==> config.mk <==
export PLATFORM = sky130hd
export DESIGN_NAME = dmem_arbiter
export DESIGN_NICKNAME = d
export VERILOG_FILES = /design/src/rtl/dmem_arbiter.sv
export SDC_FILE = /design/constraint.sdc
export NUM_CORES = 1
export LEC_CHECK = 0
export ABC_AREA = 0
export BUFFER_PORTS_ARGS = -buffer_cell sky130_fd_sc_hd__buf_2
export CORE_MARGIN = 8
export CORE_UTILIZATION = 47
export CTS_BUF_LIST = sky130_fd_sc_hd__clkbuf_2 sky130_fd_sc_hd__clkbuf_4 sky130_fd_sc_hd__clkbuf_8
export CTS_CLUSTER_SIZE = 12
export DETAILED_ROUTE_END_ITERATION = 8
export GPL_ROUTABILITY_DRIVEN = 0
export GPL_TIMING_DRIVEN = 0
export PLACE_DENSITY_LB_ADDON = 0.2
export SETUP_SLACK_MARGIN = 0.05
export SLEW_MARGIN = 20
export SYNTH_ARGS = -nofsm -noshare
export SYNTH_HDL_FRONTEND = slang
export SYNTH_SLANG_ARGS = --single-unit
export TNS_END_PERCENT = 50
==> constraint.sdc <==
create_clock -name clk -period 2.9 [get_ports clk]
set_clock_uncertainty 0.2 [all_clocks]
set_input_delay 0.435 -clock clk [delete_from_list [all_inputs] [get_ports clk]]
set_output_delay 0.435 -clock clk [all_outputs]
set_load 0.005 [all_outputs]
==> src/rtl/dmem_arbiter.sv <==
// Core/DMA arbiter and sequencer for a single-ported data memory: core has fixed priority,
// a bounded wait counter forces DMA through. Range checking is enabled by DMEM_ARB_RANGE_CHK_EN.
module dmem_arbiter #(
  parameter int DATA_W   = 32,
  parameter int ADDR_W   = 10,
  parameter int DEPTH    = 1024,
  parameter int MAX_WAIT = 4
) (
  input  logic              clk,
  input  logic              rst_n,
  input  logic              core_req_i,
  input  logic              core_we_i,
  input  logic [31:0]       core_addr_i,
  input  logic [DATA_W-1:0] core_wdata_i,
  output logic              core_gnt_o,
  output logic              core_rvalid_o,
  output logic [DATA_W-1:0] core_rdata_o,
  output logic              core_err_o,
  input  logic              dma_req_i,
  input  logic              dma_we_i,
  input  logic [31:0]       dma_addr_i,
  input  logic [DATA_W-1:0] dma_wdata_i,
  output logic              dma_gnt_o,
  output logic              dma_rvalid_o,
  output logic [DATA_W-1:0] dma_rdata_o,
  output logic              dma_err_o,
  output logic [ADDR_W-1:0] mem_addr_o,
  output logic [DATA_W-1:0] mem_wdata_o,
  output logic              mem_we_o,
  input  logic [DATA_W-1:0] mem_rdata_i
);

  logic [3:0]        dma_wait_q, dma_wait_d;
  logic [ADDR_W-1:0] mem_addr_q;
  logic [DATA_W-1:0] mem_wdata_q;
  logic              core_rvalid_q, core_err_q, dma_rvalid_q, dma_err_q;
  logic [DATA_W-1:0] core_rdata_q, dma_rdata_q;

  logic              core_gnt_s, dma_gnt_s, any_gnt_s;
  logic              sel_we_s, in_range_s;
  logic [31:0]       sel_addr_s;
  logic [DATA_W-1:0] sel_wdata_s, rsp_data_s;
  logic              unused_addr_s;

  assign unused_addr_s = ^{core_addr_i[31:ADDR_W], dma_addr_i[31:ADDR_W]};

  // Arbitration, access selection and memory-side drive
  always_comb begin
    core_gnt_s = 1'b0;
    dma_gnt_s  = 1'b0;
    if (!rst_n) begin
      core_gnt_s = 1'b0;
      dma_gnt_s  = 1'b0;
    end else if (dma_req_i && (!core_req_i || (dma_wait_q == 4'(MAX_WAIT)))) begin
      dma_gnt_s = 1'b1;
    end else if (core_req_i) begin
      core_gnt_s = 1'b1;
    end else begin
      core_gnt_s = 1'b0;
      dma_gnt_s  = 1'b0;
    end

    any_gnt_s   = core_gnt_s | dma_gnt_s;
    sel_we_s    = dma_gnt_s ? dma_we_i    : core_we_i;
    sel_addr_s  = dma_gnt_s ? dma_addr_i  : core_addr_i;
    sel_wdata_s = dma_gnt_s ? dma_wdata_i : core_wdata_i;

`ifdef DMEM_ARB_RANGE_CHK_EN
    in_range_s = (sel_addr_s < 32'(DEPTH));
`else
    in_range_s = 1'b1;
`endif

    // Out-of-range accesses report zero data rather than whatever the memory returns.
    rsp_data_s  = in_range_s ? mem_rdata_i : {DATA_W{1'b0}};
    mem_we_o    = any_gnt_s & sel_we_s & in_range_s;
    mem_addr_o  = any_gnt_s ? sel_addr_s[ADDR_W-1:0] : mem_addr_q;
    mem_wdata_o = any_gnt_s ? sel_wdata_s : mem_wdata_q;
  end

  // DMA lost-contention counter, saturating so it can never wrap past MAX_WAIT
  always_comb begin
    dma_wait_d = dma_wait_q;
    if (!dma_req_i || dma_gnt_s) begin
      dma_wait_d = 4'd0;
    end else if (dma_wait_q != 4'hF) begin
      dma_wait_d = dma_wait_q + 4'd1;
    end else begin
      dma_wait_d = dma_wait_q;
    end
  end

  // Wait counter, last memory address/data and per-requester response registers
  always_ff @(posedge clk or negedge rst_n) begin
    if (!rst_n) begin
      dma_wait_q    <= 4'd0;
      mem_addr_q    <= {ADDR_W{1'b0}};
      mem_wdata_q   <= {DATA_W{1'b0}};
      core_rvalid_q <= 1'b0;
      core_err_q    <= 1'b0;
      core_rdata_q  <= {DATA_W{1'b0}};
      dma_rvalid_q  <= 1'b0;
      dma_err_q     <= 1'b0;
      dma_rdata_q   <= {DATA_W{1'b0}};
    end else begin
      dma_wait_q <= dma_wait_d;
      if (any_gnt_s) begin
        mem_addr_q  <= sel_addr_s[ADDR_W-1:0];
        mem_wdata_q <= sel_wdata_s;
      end
      core_rvalid_q <= core_gnt_s;
      core_err_q    <= core_gnt_s & ~in_range_s;
      dma_rvalid_q  <= dma_gnt_s;
      dma_err_q     <= dma_gnt_s & ~in_range_s;
      // Successful writes leave the previous read data on the response channel.
      if (core_gnt_s && (!core_we_i || !in_range_s)) begin
        core_rdata_q <= rsp_data_s;
      end
      if (dma_gnt_s && (!dma_we_i || !in_range_s)) begin
        dma_rdata_q <= rsp_data_s;
      end
    end
  end

  assign core_gnt_o    = core_gnt_s;
  assign dma_gnt_o     = dma_gnt_s;
  assign core_rvalid_o = core_rvalid_q;
  assign core_err_o    = core_err_q;
  assign core_rdata_o  = core_rdata_q;
  assign dma_rvalid_o  = dma_rvalid_q;
  assign dma_err_o     = dma_err_q;
  assign dma_rdata_o   = dma_rdata_q;

endmodule

==> summary.md <==
| Metric | Value |
|---|---|
| Synth Area in Simple Gates | 17.79% |
| Most frequent CP cell | buf_2 |
| Via count | 5047 |
| Critical Path RT | 2270 ps |
| Antenna violations before repair | 0 |
| Design Power | 3854 uW |
| DR top layer | met4 |
| Type of the worst min-delay path | in -> reg |
| CTS tree | yes |
| Multi-input logic area | 2364 um2 |
| Core Region | 11370 um2 |
| Period utilization | 93.94% |
| Total grt overflow | 0 |
| Placed Cells incl. Taps | 850 |
| # DRC | 0 |
| Routed vias/inst | 5.808 |
| Final hold vios | 0 |
| Antenna Nets Post-Route | 0 |
| Largest family of logic cells by synthesized area | simple AND/OR/NAND/NOR gates |
| CP Launch Type | input port |
| Number of global-route vias before repair | 5202 |
| CTS root buf | clkbuf_8 |
| Leakage | 0.003431 uW |
| Place WS | -391.3 ps |
| Met3 wire len | 1531 um |
| Final hold slack | 97.70 ps |
| Fillers | 955 |
| RSZ-0062 raised after global routing | yes |
| Synth area leaders | dfrtp_1, mux2_2, and4b_1 |
| Commonest non-fill, non-tap cell in the layout | buf_2 |
| Detailed Route Iter0 Violations | 381 |
| Die area | 15260 um2 |
| Wl on met1 | 7060 um |
| Area leader, netlist | dfrtp_1 |
| Wire length per cell | 19.82 um |
| Mapped cell area | 5435 um2 |
| Worst setup EP type | output port |
| GRT Total Usage | 21.94% |
| Met2 WL post-DR | 8368 um |
| TritonCTS Buffers | 9 |
| Final WL | 17220 um |
| Mux share of post-synthesis cell area | 13.44% |
| Adder-Cell Fraction of Synth Area | 0.4604% |
| Share of the synthesized area in the top cell type | 51.57% |
| Fmax | 367.1 MHz |
| Antenna diodes | 0 |
| Mean Syn Cell Area | 11.47 um2 |
| PortBufs | 231 |
| Power per cell area | 545.4 nW/um2 |
| Die Height | 123.5 um |
| Post-Synth XOR/XNOR Area | 0.1611% |
| Nets | 889 |
| Max_cap viols | 0 |
| Worst path slowest cell | buf_1 |
| FP Rows | 39 |
| Slew Limit Headroom | 65.68% |
| Commonest non-fill, non-tap cells in the layout | buf_2, dfrtp_1, mux2_2 |
| Clk slew on worst S/H paths | 110 ps |
| H-tree lvl count | 3 |
| Fin cells | 869 |
| Worst slew pin tran | 514.8 ps |
| Tmin final | 2724 ps |
| First-pass GRT wire length | 26870 um |
| Max FO, Critical Path | 10 |
| Final number of max-transition violations | 0 |
| Largest net degree at the start of global routing | 65 |
| Sequential fraction of the synthesis area | 51.57% |
| Seq. cell area | 2803 um2 |
| Slowest Stage Delay on Critical Path | 450 ps |
| Clock sink count | 112 |
| Critical Setup Path Class | in -> out |
| Setup violations, final | 0 |
| Worst vdd ir | 352.4 uV |
| Cell breakdown of the critical path | buf_2, buf_2, and2_1, clkbuf_1, buf_1, o211ai_1, nand3_1, buf_2 |
| Post-synthesis register bit count | 112 |
| Drt first pass iters | 5 |
| HPWL Detailed | 12820 um |
| Starting Density | 47.80% |
| Synth cell types | 32 |
| Arr. time, crit path | 2090 ps |
| Clk buf depth | 2 |
| YS warnings | 0 |
| Post-synthesis compound-gate area fraction | 11.49% |
| Clock Latency Late Sink | 360 ps |
| Fraction of layout cells with a size suffix above 1 | 45.73% |
| Ports | 279 |
| P&R area growth vs syn | 30.00% |
| Status | completed |
| Gate count of the mapped netlist | 474 |
| Setup WS post-layout | 175.7 ps |
| Die Width | 123.5 um |
-- timing repair --
action                                 4_1_cts  5_1_grt
gates resized for setup                      5       16
setup endpoints to repair                   43       41
endpoints found under the hold margin       48        0
buffers inserted                             0        2
pin swaps                                    0        1
hold buffers                                 2        0
-- per-stage QoR --
| stage | area, um2 | TNS (ps) | utilization (%) |
|---|---|---|---|
| after floorplan | 5439 | 0 | - |
| after global placement | 6774 | -250510 | 59.58 |
| after detailed placement | 6808 | -14620 | 59.88 |
| after CTS | 7043 | 0 | 61.95 |
| after global routing | 7066 | 0 | 62.14 |
| final | 7066 | 0 | 62.14 |
-- synthesized netlist by cell type (all sizes together) --
cell type,instances
and2,1
o21ai,2
mux2i,1
a211oi,2
and4b,42
mux2,64
ha,2
dfrtp,112
nand3,44
buf,11
conb,1
nand4,42
o2111ai,1
a21oi,44
nand3b,2
a31oi,1
o211ai,43
nand2,3
xnor2,1
clkinv,1
nor2,1
nor3,3
clkbuf,44
and3b,1
inv,3
a2111oi,1
a21boi,1
-- flip-flops by register name, summed over array words and instances (netlist names) --
signal,flops
dma_rvalid_o,1
core_rdata_o,32
dma_wait_q,4
core_rvalid_o,1
mem_wdata_q,32
dma_rdata_o,32
mem_addr_q,10
-- power by group --
| group | switching (uW) | internal, uW | total, uW |
|---|---|---|---|
| logic | 480 | 502 | 982 |
| registers | 124 | 1840 | 1960 |
| clock network | 558 | 351 | 908 |
-- logic make-up after synthesis --
logic type / Yosys count
buffers and inverters: 59
other: 1
adder cells (fa/ha/maj): 2
flip-flops: 112
AND/OR/NAND/NOR: 139
multiplexers: 65
XOR/XNOR: 1
AO/OA/AOI/OAI: 95
-- final timing paths --
kind / from / to / slack [ps] / cells after the start
max: dma_req_i / mem_addr_o[0] / 180 / 8
max in group asynchronous: rst_n / dma_rvalid_o / 1570 / 3
min: mem_rdata_i[6] / dma_rdata_o[6] / 100 / 2
min in group asynchronous: rst_n / dma_rdata_o[14] / 630 / 3
min reg2reg: dma_rdata_o[10] / dma_rdata_o[10] / 290 / 1
max reg2reg: dma_wait_q[0] / dma_rdata_o[20] / 570 / 6
-- layout make-up --
| type | count | share of cell area, % |
|---|---|---|
| Timing Repair Buffer | 236 | 17.71 |
| Tap cell | 143 | 2.532 |
| Multi-Input combinational cell | 304 | 33.45 |
| Clock buffer | 10 | 1.948 |
| Buffer | 54 | 3.754 |
| Clock inverter | 6 | 0.7260 |
| Inverter | 4 | 0.2125 |
| Sequential cell | 112 | 39.67 |
-- worst max-delay path: cells and delay by family --
family                 cells  cell delay (ps)
buffers and inverters      5             1170
AND/OR/NAND/NOR            2              300
AO/OA/AOI/OAI              1              190
-- metal layers --
layer / track usage, % / vias up
met3: 4.795 / 24
met1: 28.17 / 2472
met5: 0 / -
li1: - / 2318
met2: 36.36 / 233
met4: 6.697 / 0
(Power assumes the default switching activity.)
